==> src/rtl/liteic_master_node_read_if.sv <==
// liteic_master_node_read_if: bus bundle for a master read node.
//   master modport: the node's view (AR/R toward the bus master, request/response toward the crossbar).
//   slave  modport: the environment's view (the bus master plus the crossbar slave nodes).
interface liteic_master_node_read_if #(
   parameter int IC_NUM_SLAVE_SLOTS = 4,
   parameter int IC_ARADDR_WIDTH    = 32,
   parameter int IC_DATA_WIDTH      = 32
);
   logic [IC_ARADDR_WIDTH-1:0]    m_ar_addr_i;
   logic [3:0]                    m_ar_qos_i;
   logic                          m_ar_valid_i;
   logic                          m_ar_ready_o;
   logic [IC_DATA_WIDTH-1:0]      m_r_data_o;
   logic [1:0]                    m_r_resp_o;
   logic                          m_r_valid_o;
   logic                          m_r_ready_i;
   logic [IC_ARADDR_WIDTH-1:0]    cbar_reqst_data_o;
   logic [3:0]                    cbar_reqst_arqos_o;
   logic [IC_NUM_SLAVE_SLOTS-1:0] cbar_reqst_val_o;
   logic [IC_NUM_SLAVE_SLOTS-1:0] cbar_reqst_rdy_i;
   logic [IC_NUM_SLAVE_SLOTS-1:0] cbar_resp_val_i;
   logic [IC_NUM_SLAVE_SLOTS-1:0] cbar_resp_rdy_o;
   logic [IC_DATA_WIDTH+1:0]      cbar_resp_data_i [IC_NUM_SLAVE_SLOTS];
   modport master (
      input  m_ar_addr_i, m_ar_qos_i, m_ar_valid_i, m_r_ready_i,
             cbar_reqst_rdy_i, cbar_resp_val_i, cbar_resp_data_i,
      output m_ar_ready_o, m_r_data_o, m_r_resp_o, m_r_valid_o,
             cbar_reqst_data_o, cbar_reqst_arqos_o, cbar_reqst_val_o, cbar_resp_rdy_o
   );
   modport slave (
      output m_ar_addr_i, m_ar_qos_i, m_ar_valid_i, m_r_ready_i,
             cbar_reqst_rdy_i, cbar_resp_val_i, cbar_resp_data_i,
      input  m_ar_ready_o, m_r_data_o, m_r_resp_o, m_r_valid_o,
             cbar_reqst_data_o, cbar_reqst_arqos_o, cbar_reqst_val_o, cbar_resp_rdy_o
   );
endinterface

==> src/rtl/liteic_master_node_read.sv <==
// liteic_master_node_read: single-outstanding read master node; decodes AR to a crossbar slave, forwards R, answers DECERR on unmapped addresses.
//   clk_i        clock, rising edge
//   rstn_i       asynchronous active-low reset
//   bus          liteic_master_node_read_if.master (master AR/R, crossbar request/response)
//   decerr_cnt_o saturating 8-bit count of decode errors
module liteic_master_node_read #(
   parameter int IC_NUM_SLAVE_SLOTS = 4,
   parameter int IC_ARADDR_WIDTH    = 32,
   parameter int IC_DATA_WIDTH      = 32,
   parameter logic [IC_ARADDR_WIDTH-1:0] SLV_BASE [IC_NUM_SLAVE_SLOTS] =
      '{32'h0000_0000, 32'h1000_0000, 32'h2000_0000, 32'h3000_0000},
   parameter logic [IC_ARADDR_WIDTH-1:0] SLV_MASK [IC_NUM_SLAVE_SLOTS] =
      '{32'hF000_0000, 32'hF000_0000, 32'hF000_0000, 32'hF000_0000}
) (
   input  logic                     clk_i,
   input  logic                     rstn_i,
   liteic_master_node_read_if.master bus,
   output logic [7:0]               decerr_cnt_o
);
   localparam int NS = IC_NUM_SLAVE_SLOTS;
   localparam int IW = (NS > 1) ? $clog2(NS) : 1;
   typedef enum logic [1:0] {IDLE, REQ, RESP, ERR} state_t;
   state_t                     state_q, state_d;
   logic [IC_ARADDR_WIDTH-1:0] addr_q;
   logic [3:0]                 qos_q;
   logic [IW-1:0]              sel_q, idx;
   logic                       hit, accept;
   logic [NS-1:0]              sel_oh;
   // Scan from the top so the lowest matching index is the one left in idx.
   always_comb begin
      hit = 1'b0;
      idx = '0;
      for (int i = NS - 1; i >= 0; i--)
         if ((bus.m_ar_addr_i & SLV_MASK[i]) == SLV_BASE[i]) begin
            hit = 1'b1;
            idx = i[IW-1:0];
         end
   end
   assign accept = (state_q == IDLE) && bus.m_ar_valid_i;
   assign sel_oh = NS'(1) << sel_q;
   always_comb begin
      state_d                = state_q;
      bus.m_ar_ready_o       = state_q == IDLE;
      bus.cbar_reqst_data_o  = (state_q == IDLE) ? '0 : addr_q;
      bus.cbar_reqst_arqos_o = (state_q == IDLE) ? '0 : qos_q;
      bus.cbar_reqst_val_o   = (state_q == REQ) ? sel_oh : '0;
      bus.cbar_resp_rdy_o    = (state_q == RESP && bus.m_r_ready_i) ? sel_oh : '0;
      bus.m_r_valid_o        = (state_q == RESP) ? bus.cbar_resp_val_i[sel_q] : state_q == ERR;
      {bus.m_r_data_o, bus.m_r_resp_o} = (state_q == RESP) ? bus.cbar_resp_data_i[sel_q] :
                                         (state_q == ERR)  ? {{IC_DATA_WIDTH{1'b0}}, 2'b11} : '0;
      case (state_q)
         IDLE:    state_d = accept ? (hit ? REQ : ERR) : IDLE;
         REQ:     state_d = bus.cbar_reqst_rdy_i[sel_q] ? RESP : REQ;
         RESP:    state_d = (bus.m_r_valid_o && bus.m_r_ready_i) ? IDLE : RESP;
         default: state_d = bus.m_r_ready_i ? IDLE : ERR;
      endcase
   end
   always_ff @(posedge clk_i or negedge rstn_i)
      if (!rstn_i) begin
         state_q      <= IDLE;
         addr_q       <= '0;
         qos_q        <= '0;
         sel_q        <= '0;
         decerr_cnt_o <= '0;
      end else begin
         state_q <= state_d;
         if (accept) begin
            addr_q <= bus.m_ar_addr_i;
            qos_q  <= bus.m_ar_qos_i;
            sel_q  <= idx;
         end
         if (accept && !hit && decerr_cnt_o != 8'hFF)
            decerr_cnt_o <= decerr_cnt_o + 8'd1;
      end
endmodule

==> src/flat_wrapper.sv <==
// flat-port wrapper written by rule: the top's interface ports become plain ports
module liteic_master_node_read_flat 
#(
   parameter int IC_NUM_SLAVE_SLOTS = 4,
   parameter int IC_ARADDR_WIDTH    = 32,
   parameter int IC_DATA_WIDTH      = 32,
   parameter logic [IC_ARADDR_WIDTH-1:0] SLV_BASE [IC_NUM_SLAVE_SLOTS] =
      '{32'h0000_0000, 32'h1000_0000, 32'h2000_0000, 32'h3000_0000},
   parameter logic [IC_ARADDR_WIDTH-1:0] SLV_MASK [IC_NUM_SLAVE_SLOTS] =
      '{32'hF000_0000, 32'hF000_0000, 32'hF000_0000, 32'hF000_0000}
)
  (clk_i, rstn_i, decerr_cnt_o, bus_m_ar_addr_i, bus_m_ar_qos_i, bus_m_ar_valid_i, bus_m_r_ready_i, bus_cbar_reqst_rdy_i, bus_cbar_resp_val_i, bus_cbar_resp_data_i, bus_m_ar_ready_o, bus_m_r_data_o, bus_m_r_resp_o, bus_m_r_valid_o, bus_cbar_reqst_data_o, bus_cbar_reqst_arqos_o, bus_cbar_reqst_val_o, bus_cbar_resp_rdy_o);
  liteic_master_node_read_if #(.IC_NUM_SLAVE_SLOTS(IC_NUM_SLAVE_SLOTS), .IC_ARADDR_WIDTH(IC_ARADDR_WIDTH), .IC_DATA_WIDTH(IC_DATA_WIDTH)) bus_i ();
  input  logic clk_i;
  input  logic rstn_i;
  output logic [7:0] decerr_cnt_o;
  input wire logic [$bits(bus_i.m_ar_addr_i)-1:0] bus_m_ar_addr_i;
  input wire logic [$bits(bus_i.m_ar_qos_i)-1:0] bus_m_ar_qos_i;
  input wire logic [$bits(bus_i.m_ar_valid_i)-1:0] bus_m_ar_valid_i;
  input wire logic [$bits(bus_i.m_r_ready_i)-1:0] bus_m_r_ready_i;
  input wire logic [$bits(bus_i.cbar_reqst_rdy_i)-1:0] bus_cbar_reqst_rdy_i;
  input wire logic [$bits(bus_i.cbar_resp_val_i)-1:0] bus_cbar_resp_val_i;
  input wire logic [$bits(bus_i.cbar_resp_data_i)-1:0] bus_cbar_resp_data_i;
  output wire logic [$bits(bus_i.m_ar_ready_o)-1:0] bus_m_ar_ready_o;
  output wire logic [$bits(bus_i.m_r_data_o)-1:0] bus_m_r_data_o;
  output wire logic [$bits(bus_i.m_r_resp_o)-1:0] bus_m_r_resp_o;
  output wire logic [$bits(bus_i.m_r_valid_o)-1:0] bus_m_r_valid_o;
  output wire logic [$bits(bus_i.cbar_reqst_data_o)-1:0] bus_cbar_reqst_data_o;
  output wire logic [$bits(bus_i.cbar_reqst_arqos_o)-1:0] bus_cbar_reqst_arqos_o;
  output wire logic [$bits(bus_i.cbar_reqst_val_o)-1:0] bus_cbar_reqst_val_o;
  output wire logic [$bits(bus_i.cbar_resp_rdy_o)-1:0] bus_cbar_resp_rdy_o;
  assign bus_i.m_ar_addr_i = bus_m_ar_addr_i;
  assign bus_i.m_ar_qos_i = bus_m_ar_qos_i;
  assign bus_i.m_ar_valid_i = bus_m_ar_valid_i;
  assign bus_i.m_r_ready_i = bus_m_r_ready_i;
  assign bus_i.cbar_reqst_rdy_i = bus_cbar_reqst_rdy_i;
  assign bus_i.cbar_resp_val_i = bus_cbar_resp_val_i;
  assign bus_i.cbar_resp_data_i = {>>{bus_cbar_resp_data_i}};
  assign bus_m_ar_ready_o = bus_i.m_ar_ready_o;
  assign bus_m_r_data_o = bus_i.m_r_data_o;
  assign bus_m_r_resp_o = bus_i.m_r_resp_o;
  assign bus_m_r_valid_o = bus_i.m_r_valid_o;
  assign bus_cbar_reqst_data_o = bus_i.cbar_reqst_data_o;
  assign bus_cbar_reqst_arqos_o = bus_i.cbar_reqst_arqos_o;
  assign bus_cbar_reqst_val_o = bus_i.cbar_reqst_val_o;
  assign bus_cbar_resp_rdy_o = bus_i.cbar_resp_rdy_o;
  liteic_master_node_read #(.IC_NUM_SLAVE_SLOTS(IC_NUM_SLAVE_SLOTS), .IC_ARADDR_WIDTH(IC_ARADDR_WIDTH), .IC_DATA_WIDTH(IC_DATA_WIDTH), .SLV_BASE(SLV_BASE), .SLV_MASK(SLV_MASK)) u_core (.clk_i(clk_i), .rstn_i(rstn_i), .bus(bus_i), .decerr_cnt_o(decerr_cnt_o));
endmodule
==> config.mk <==
export PLATFORM = sky130hd
export DESIGN_NAME = liteic_master_node_read_flat
export DESIGN_NICKNAME = d
export VERILOG_FILES = /design/src/rtl/liteic_master_node_read_if.sv /design/src/rtl/liteic_master_node_read.sv /design/src/flat_wrapper.sv
export SDC_FILE = /design/constraint.sdc
export NUM_CORES = 1
export LEC_CHECK = 0
export CORE_AREA = 2 2 105 107
export CTS_BUF_LIST = sky130_fd_sc_hd__clkbuf_8 sky130_fd_sc_hd__clkbuf_16
export DETAILED_ROUTE_END_ITERATION = 7
export DIE_AREA = 0 0 107 109
export DONT_BUFFER_PORTS = 1
export PLACE_DENSITY = 0.54
export SLEW_MARGIN = 15
export SYNTH_ARGS = -nofsm -noshare
export SYNTH_HDL_FRONTEND = slang
export SYNTH_SLANG_ARGS = --single-unit
==> constraint.sdc <==
create_clock -name clk_i -period 1.8 [get_ports clk_i]
set_input_delay 0.36 -clock clk_i [delete_from_list [all_inputs] [get_ports clk_i]]
set_output_delay 0.36 -clock clk_i [all_outputs]
set_load 0.05 [all_outputs]
==> flow_summary.toml, run 1 <==
[timing]
fin_worst_skew_ns = 0.006013
max_freq_ghz = 0.4749
setup_ws_ns = -0.3058
rsz0062_at_grt = "yes"
post-route-period-util_pct = 117.0
tightestPinTransition_ns = 0.5264
period_needed_ns = 2.106
setup_violations = 80
relSlewSlack_pct = 64.77
slew_viol_final = 0
hold_violations = 0

[logic_synthesis]
async_flop_share_pct = 100.0
yosysUniqueCellTypes = 30
syn_area_um2 = 3321
syn_inst = 269
synth_top_area_share_pct = 36.17
ys_top_cells_by_count = "nor2b_1, dfrtp_1, mux4_2, mux2_2, clkbuf_1"
ys.flop_type = "dfrtp_1"
synthesis.nets = 454
yosys_warnings = 0
synth.yosys.seq_area_share_pct = 36.17
synth_edf_count = 0
synth_area_leader_cell = "dfrtp_1"
avgSynthCellArea_um2 = 12.34
synth_most_common_cell = "nor2b_1"
synth_seq_cells = 48
synth.area.top_cells = "dfrtp_1, mux4_2, nor2b_1, mux2_2, clkbuf_1"

[setup_path]
crit_path_end_kind = "output pin"
worstPathRequired_ns = 1.44
worstSetupStartpoint = "u_core.sel_q[0]$_DFFE_PN0P_"
arrival_ns = 1.75
r2r-start = "u_core.sel_q[0]$_DFFE_PN0P_"
crit_type = "reg -> out"
critPathLaunchType = "register"
crit_fanout = 16

[routing]
viasPerCell = 5.362
drc = 0
postRouteAntennaNets = 0
vias = 2772
first_iter_violations = 142
firstDrtPassIters = 4
avgRoutedWirePerCell_um = 23.79
routed_wl_um = 12300

[placed_design]
portBuffers = 0
place_area_um2 = 4982
gp_congestion = 0.9006
hpwl_um = 9116

[die]
initial_core_util_pct = 31.32
ios = 272
die_area_um2 = 11660
die_y_um = 109
core-area_um2 = 10600
die_x_um = 107
placementRows = 38

[layout]
fin_util_pct = 55.92
synthToLayoutAreaGrowth_pct = 78.56
drive_gt1_share_pct = 77.33
fin_area_um2 = 5929
nNetsFinal = 560

[cts]
cts_tree = "built"
numCtsBuffers = 5
cts.sinks = 48
cts_root_buffer = "clkbuf_8"
insertion_delay_ns = 0.29
clkSlewWorstSetupHoldPaths_ns = 0.08
htree_levels = 2
clk_path_buf_depth = 2

[status]
violations = "setup timing"
status = "finished with violations"

[power_and_ir_drop]
vdd_ir_drop_max_uv = 1335
p_leak_nw = 2.511
p_per_area_nw_per_um2 = 2601

[worst_hold_path]
hp-start = "bus_m_r_ready_i"
min_path_type = "in -> reg"

[run]
maxCapViolations = 0

[global_routing]
grt_pass1_vias = 2956
groute.usage.overall_pct = 19.83
grt_pass1_wl_um = 17420
grt_antenna_before_repair = 2
grt_overflow = 0
grt_max_degree = 49
per-layer routing:
metal	up-vias	GRT usage [%]	routed length, um
met5	-	0	27
met4	4	4.174	140
met3	16	8.428	1340
met2	155	37.85	6812
met1	1410	20.13	3979
li1	1187	-	-
cell usage in the layout, fill, tap and decap left out, types with 5 or more instances in the layout:
cell type   n
nor2b_4    59
buf_12     56
dfrtp_1    44
mux4_2     36
mux2_2     35
buf_6      35
buf_4      22
nand2_1    10
nor2b_2     8
clkbuf_8    5
flip-flops by register name, indices dropped and copies added, names as in the netlist:
name and count:
u_core.addr_q 32, u_core.decerr_cnt_o 8, u_core.sel_q 2, u_core.qos_q 4
u_core.state_q 2
layout make-up:
cell class | instances | area, um^2
Fill cell | 859 | 4673
Multi-Input combinational cell | 197 | 2559
Tap cell | 140 | 175.2
Antenna cell | 2 | 5.005
Clock buffer | 5 | 68.82
Sequential cell | 48 | 1206
Clock inverter | 2 | 12.51
Timing Repair Buffer | 123 | 1903
final timing paths:
path                                                 end  slack [ns]  cells past startpoint
max                                   bus_m_r_data_o[23]       -0.31                      4
min                          u_core.state_q[0]$_DFF_PN0_        0.16                      1
max reg2reg                  u_core.state_q[1]$_DFF_PN0_       -0.18                      6
min reg2reg                u_core.addr_q[29]$_DFFE_PN0P_        0.49                      2
max in group asynchronous    u_core.sel_q[1]$_DFFE_PN0P_        0.98                      2
min in group asynchronous  u_core.addr_q[21]$_DFFE_PN0P_        0.56                      2
per-stage QoR:
step	instances	total power [mW]	hold slack (ns)	setup TNS, ns	worst slack, ns
floorplan	269	8.702	0.06441	-3.362	-0.3737
global placement	480	12.49	0.06572	-0.1266	-0.03868
detailed placement	480	12.65	0.06564	-0.2981	-0.05078
CTS	511	15.10	0.1413	-15.36	-0.3473
global route	515	16.05	0.1377	-21.06	-0.3687
finish	517	15.43	0.1563	-15.29	-0.3058
cell families after synthesis:
group           count (synthesis)  share of synthesized area, %
fa+ha+maj                       1                        0.3767
simple gates                  109                         19.48
buf+inv                        24                         3.617
xor+xnor                        6                         1.583
compound gates                 10                         2.487
mux                            71                         36.28
flops                          48                         36.17
power by group:
part / internal (mW) / switching [mW]
combinational: 6.31 / 6.61
sequential: 1.60 / 0.293
clock: 0.264 / 0.349
critical path, stage by stage (launching register included):
cell and delay (ns):
dfrtp_2 0.43, buf_12 0.18, mux4_2 0.50, nor2b_2 0.18, buf_12 0.15
timing repair:
| item | 4_1_cts | 5_1_grt |
|---|---|---|
| pin swaps | 3 | 3 |
| setup buffers | 17 | 6 |
| gates resized for setup | 95 | 38 |
| setup endpoints to repair | 80 | 85 |
| cloned | 5 | 1 |
| hold endpoints to repair | 48 | 0 |
| hold buffers | 2 | 0 |
No activity file was read; power rests on OpenSTA's default activity.
==> inputs of run 2 (changes only) <==
--- a/config.mk
+++ b/config.mk
@@ -5,12 +5,14 @@
 export SDC_FILE = /design/constraint.sdc
 export NUM_CORES = 1
 export LEC_CHECK = 0
+export CELL_PAD_IN_SITES_DETAIL_PLACEMENT = 2
+export CELL_PAD_IN_SITES_GLOBAL_PLACEMENT = 2
 export CORE_AREA = 2 2 105 107
 export CTS_BUF_LIST = sky130_fd_sc_hd__clkbuf_8 sky130_fd_sc_hd__clkbuf_16
 export DETAILED_ROUTE_END_ITERATION = 7
 export DIE_AREA = 0 0 107 109
 export DONT_BUFFER_PORTS = 1
-export PLACE_DENSITY = 0.54
+export PLACE_DENSITY = 0.83
 export SLEW_MARGIN = 15
 export SYNTH_ARGS = -nofsm -noshare
 export SYNTH_HDL_FRONTEND = slang
==> run 2 against run 1 <==
Clock power grew 23%. Final cell count grew 2.9%. Highest routed layer is now met4. Register-to-register slack lost 0.10 ns. The flow still finishes with violations (setup timing). Via count grew 8.3%. Sequential power grew 8%. Critical endpoint is now bus_m_r_data_o[3].
==> flow_summary.toml, run 2 (synthesis results as in run 1) <==
[setup_path]
endpoint = "bus_m_r_data_o[3]"
reg2reg_depth = 7
worstPathRequired_ns = 1.44
path_cells = "buf_12 > clkbuf_16 > mux4_2 > nor2b_4 > buf_12"
crit_path_end_kind = "output pin"
crit_fanout = 4
worstSetupStartpoint = "u_core.sel_q[0]$_DFFE_PN0P_"
crit_type = "reg -> out"
arrival_ns = 1.89
path_common_cell = "buf_12"
max_stage_delay_ns = 0.49
timing.rr.end = "u_core.state_q[1]$_DFF_PN0_"
r2r-start = "u_core.sel_q[0]$_DFFE_PN0P_"
critPathLaunchType = "register"
cpMaxStageDelayCell = "mux4_2"
r2r_setup_slack_ns = -0.28

[timing]
fin_hold_ws_ns = 0.1365
max_freq_ghz = 0.4440
setup_ws_ns = -0.4523
fin_worst_skew_ns = 0.01233
tightestPinTransition_ns = 0.7182
period_needed_ns = 2.252
slew_viol_final = 0
rsz0062_at_grt = "yes"
post-route-period-util_pct = 125.1
hold_violations = 0
relSlewSlack_pct = 51.95
setup_violations = 82

[cts]
cts.sinks = 48
insertion_delay_ns = 0.33
numCtsBuffers = 5
clk_path_buf_depth = 2
cts_tree = "built"
clkSlewWorstSetupHoldPaths_ns = 0.09
htree_levels = 2
cts_root_buffer = "clkbuf_8"

[die]
core-area_um2 = 10600
die_area_um2 = 11660
placementRows = 38
die_y_um = 109
die_x_um = 107
initial_core_util_pct = 31.32
ios = 272

[global_routing]
grt_overflow = 0
groute.usage.overall_pct = 29.55
grt_max_degree = 49
grt_antenna_before_repair = 5
grt_pass1_wl_um = 24570
grt_pass1_vias = 3547

[layout]
final_common_cell = "buf_12"
nNetsFinal = 571
largest_reg_flops = 32
num-fill-cells = 883
fin_util_pct = 59.03
fin_area_um2 = 6259
synthToLayoutAreaGrowth_pct = 88.47
drive_gt1_share_pct = 79.07
final_cell_mix = "buf_12, nor2b_4, dfrtp_1"
largest-register = "u_core.addr_q"
reg.largest.list = "u_core.addr_q x32, u_core.decerr_cnt_o x8, u_core.qos_q x4"

[power_and_ir_drop]
vdd_ir_drop_max_uv = 1554
p_leak_nw = 2.618
p_per_area_nw_per_um2 = 2713

[placed_design]
gp_congestion = 0.7406
portBuffers = 0
place_area_um2 = 5076
hpwl_um = 10740

[routing]
avgRoutedWirePerCell_um = 35.25
viasPerCell = 5.643
routed_wl_um = 18750
first_iter_violations = 170
firstDrtPassIters = 4
postRouteAntennaNets = 0
vias = 3002
drc = 0

[status]
violations = "setup timing"
status = "finished with violations"

[worst_hold_path]
min_path_type = "in -> reg"

[run]
maxCapViolations = 0
-- run 2: per-stage QoR --
| stage | setup slack, ns | std cells | setup TNS [ns] | total power [mW] |
|---|---|---|---|---|
| 6_report | -0.4523 | 532 | -25.22 | 16.98 |
| 3_3_place_gp | -0.09986 | 484 | -1.794 | 12.71 |
| 4_1_cts | -0.4498 | 522 | -18.38 | 16.19 |
| 3_5_place_dp | -0.1712 | 484 | -3.345 | 13.10 |
| 2_1_floorplan | -0.3737 | 269 | -3.362 | 8.702 |
| 5_1_grt | -0.5072 | 532 | -28.97 | 17.48 |
-- run 2: layout make-up --
cell class                 instances  area [um^2]  share of cell area [%]
timing repair buffer             134         2152                   34.39
antenna                            5        12.51                  0.1999
sequential                        48         1205                   19.25
tap                              140        175.2                   2.799
multi-input combinational        197         2618                   41.82
clock inverter                     2        13.76                  0.2199
clock buffer                       6        82.58                   1.319
-- run 2: worst max-delay path, delay by kind of cell, from the launching register on --
kind / cells / cell delay (ns)
mux: 1 / 0.49
buf+inv: 3 / 0.47
flops: 1 / 0.46
simple gates: 1 / 0.15
-- run 2: where the power goes --
group	switching, mW	total [mW]	internal, mW
logic	7.45	14.2	6.74
registers	0.441	2.04	1.60
clock network	0.435	0.751	0.316
-- run 2: worst min-delay path by stage --
stage               startpoint                       endpoint  slack (ns)  cells after the start
5_1_grt        bus_m_r_ready_i    u_core.state_q[0]$_DFF_PN0_        0.13                      1
6_report       bus_m_r_ready_i    u_core.state_q[0]$_DFF_PN0_        0.14                      1
3_3_place_gp            rstn_i  u_core.addr_q[14]$_DFFE_PN0P_        0.07                      0
2_1_floorplan           rstn_i   u_core.addr_q[0]$_DFFE_PN0P_        0.06                      0
4_1_cts        bus_m_r_ready_i    u_core.state_q[0]$_DFF_PN0_        0.13                      1
3_5_place_dp            rstn_i  u_core.addr_q[14]$_DFFE_PN0P_        0.07                      0
-- run 2: routing by layer --
layer | vias up | track usage, % | routed length, um
li1 | 1209 | - | -
met1 | 1565 | 27.96 | 5986
met2 | 193 | 58.96 | 10430
met3 | 35 | 9.564 | 1708
met4 | 0 | 10.67 | 625
met5 | - | 0 | 0
-- run 2: what timing repair did --
item / 4_1_cts / 5_1_grt
buffers inserted: 19 / 13
endpoints found under the setup margin: 82 / 91
gates cloned: 9 / 2
pin swaps: 7 / 9
gates resized for setup: 111 / 54
hold endpoints to repair: 48 / 0
hold buffers: 2 / 0
==> inputs of run 3 (changes only) <==
--- a/config.mk
+++ b/config.mk
@@ -5,14 +5,15 @@
 export SDC_FILE = /design/constraint.sdc
 export NUM_CORES = 1
 export LEC_CHECK = 0
+export ABC_CLOCK_PERIOD_IN_PS = 2650
 export CELL_PAD_IN_SITES_DETAIL_PLACEMENT = 2
 export CELL_PAD_IN_SITES_GLOBAL_PLACEMENT = 2
-export CORE_AREA = 2 2 105 107
+export CORE_AREA = 2 2 106 108
 export CTS_BUF_LIST = sky130_fd_sc_hd__clkbuf_8 sky130_fd_sc_hd__clkbuf_16
 export DETAILED_ROUTE_END_ITERATION = 7
-export DIE_AREA = 0 0 107 109
+export DIE_AREA = 0 0 108 110
 export DONT_BUFFER_PORTS = 1
-export PLACE_DENSITY = 0.83
+export PLACE_DENSITY = 0.79
 export SLEW_MARGIN = 15
 export SYNTH_ARGS = -nofsm -noshare
 export SYNTH_HDL_FRONTEND = slang
==> constraint.sdc (replaced) <==
create_clock -name clk_i -period 2.65 [get_ports clk_i]
set_input_delay 0.53 -clock clk_i [delete_from_list [all_inputs] [get_ports clk_i]]
set_output_delay 0.53 -clock clk_i [all_outputs]
set_load 0.05 [all_outputs]
==> run 3 against run 2 <==
The flow now finishes without violations. Largest cell class unchanged. Count of clock-buffer cells in the layout stayed put. Final cell count is 9.0% lower. Largest power group unchanged. Critical endpoint is now bus_m_r_data_o[8]. Sequential share of layout area is 9.3 points higher. Routed wire length is 37% lower.
==> flow_summary.toml, run 3 (synthesis results as in run 1) <==
[timing]
fin_worst_skew_ns = 0.006401
tightestPinTransition_ns = 0.6074
max_freq_ghz = 0.4173
setup_ws_ns = 0.2539
setup_violations = 0
fin_hold_ws_ns = 0.07141
hold_violations = 0
slew_viol_final = 0
period_needed_ns = 2.396
post-route-period-util_pct = 90.42
rsz0062_at_grt = "no"
tns_ns = 0
relSlewSlack_pct = 59.51

[die]
die_y_um = 110
die_x_um = 108
core-area_um2 = 10700
placementRows = 38
initial_core_util_pct = 31.04
ios = 272
die_area_um2 = 11880

[setup_path]
reg2reg_depth = 4
crit_type = "reg -> out"
arrival_ns = 1.87
crit_path_end_kind = "output pin"
worstPathRequired_ns = 2.12
r2r_setup_slack_ns = 0.62
r2r-start = "u_core.decerr_cnt_o[0]$_DFFE_PN0P_"
crit_fanout = 30
critPathLaunchType = "register"
timing.rr.end = "u_core.decerr_cnt_o[1]$_DFFE_PN0P_"

[global_routing]
grt_overflow = 0
grt_antenna_before_repair = 2
groute.usage.overall_pct = 17.86
grt_pass1_vias = 2930
grt_max_degree = 49
grt_pass1_wl_um = 16050

[routing]
viasPerCell = 5.432
first_iter_violations = 139
vias = 2629
drc = 0
postRouteAntennaNets = 0
routed_wl_um = 11830
firstDrtPassIters = 4
avgRoutedWirePerCell_um = 24.45

[cts]
cts_root_buffer = "clkbuf_8"
cts_tree = "built"
numCtsBuffers = 5
cts_resized = 0
htree_levels = 2
clk_path_buf_depth = 2
insertion_delay_ns = 0.30
cts.sinks = 48
clkSlewWorstSetupHoldPaths_ns = 0.09

[placed_design]
gp_congestion = 0.7984
portBuffers = 0
place_area_um2 = 4080
post-place-ws_ns = 0.5883
hpwl_um = 9674

[run]
maxCapViolations = 0

[layout]
largest_reg_flops = 32
nNetsFinal = 524
reg.largest.list = "u_core.addr_q x32, u_core.decerr_cnt_o x8, u_core.qos_q x4"
final_common_cell = "buf_4"
drive_gt1_share_pct = 50.00
fin_area_um2 = 4212
final_cell_mix = "buf_4, nor2b_1, dfrtp_1"
synthToLayoutAreaGrowth_pct = 26.83
largest-register = "u_core.addr_q"

[power_and_ir_drop]
vdd_ir_drop_max_uv = 885.4
p_leak_nw = 1.744
power_mw = 7.435
p_per_area_nw_per_um2 = 1765

[status]
status = "complete, no violations"

[worst_hold_path]
min_path_type = "in -> async"
-- run 3: worst max path at each step --
stage          slack [ns]  depth (start not counted)           endpoint                        start
6_report             0.25                          4  bus_m_r_data_o[8]  u_core.sel_q[0]$_DFFE_PN0P_
5_1_grt              0.15                          5    bus_m_r_valid_o  u_core.sel_q[0]$_DFFE_PN0P_
4_1_cts              0.25                          4  bus_m_r_data_o[8]  u_core.sel_q[0]$_DFFE_PN0P_
3_5_place_dp         0.59                          5    bus_m_r_valid_o  u_core.sel_q[0]$_DFFE_PN0P_
3_3_place_gp         0.61                          4  bus_m_r_data_o[8]  u_core.sel_q[0]$_DFFE_PN0P_
2_1_floorplan        0.30                          4  bus_m_r_data_o[0]  u_core.sel_q[0]$_DFFE_PN0P_
-- run 3: routing by layer --
layer  wire [um]  track usage (%)  vias up
li1            -                -     1114
met1        3722            16.99     1332
met2        6445            34.82      154
met3        1338            7.055       29
met4         325            5.952        0
met5           0                0        -
-- run 3: power by group --
part	switching [mW]	total, mW	leakage, nW	internal, mW
Clock	0.244	0.453	0.0486	0.209
Sequential	0.384	1.46	0.578	1.08
Combinational	3.53	5.52	1.12	1.99
-- run 3: cell type report --
cell class	count	area [um^2]
fillers	1106	6486
multi-input cells	197	2007
flip-flops and latches	48	1202
repair buffers	87	723.2
well taps	140	175.2
clock buffers	6	82.58
clock inverters	2	11.26
diodes	4	10.01
-- run 3: repair_timing --
action	CTS	global route
setup endpoints to repair	0	0
hold buffers	1	0
buffers inserted	0	0
endpoints found under the hold margin	48	0
-- run 3: worst max-delay path: stages (launching register included) --
cell and delay [ns]:
dfrtp_2 0.39, buf_12 0.24, mux4_2 0.56, nor2b_1 0.15, buf_4 0.20
-- run 3: stage by stage --
step                      util (%)  std cells
final                        39.37        484
after global routing         39.32        482
after CTS                    39.27        480
after detailed placement     38.14        471
after global placement       38.14        471
after floorplan                  -        269
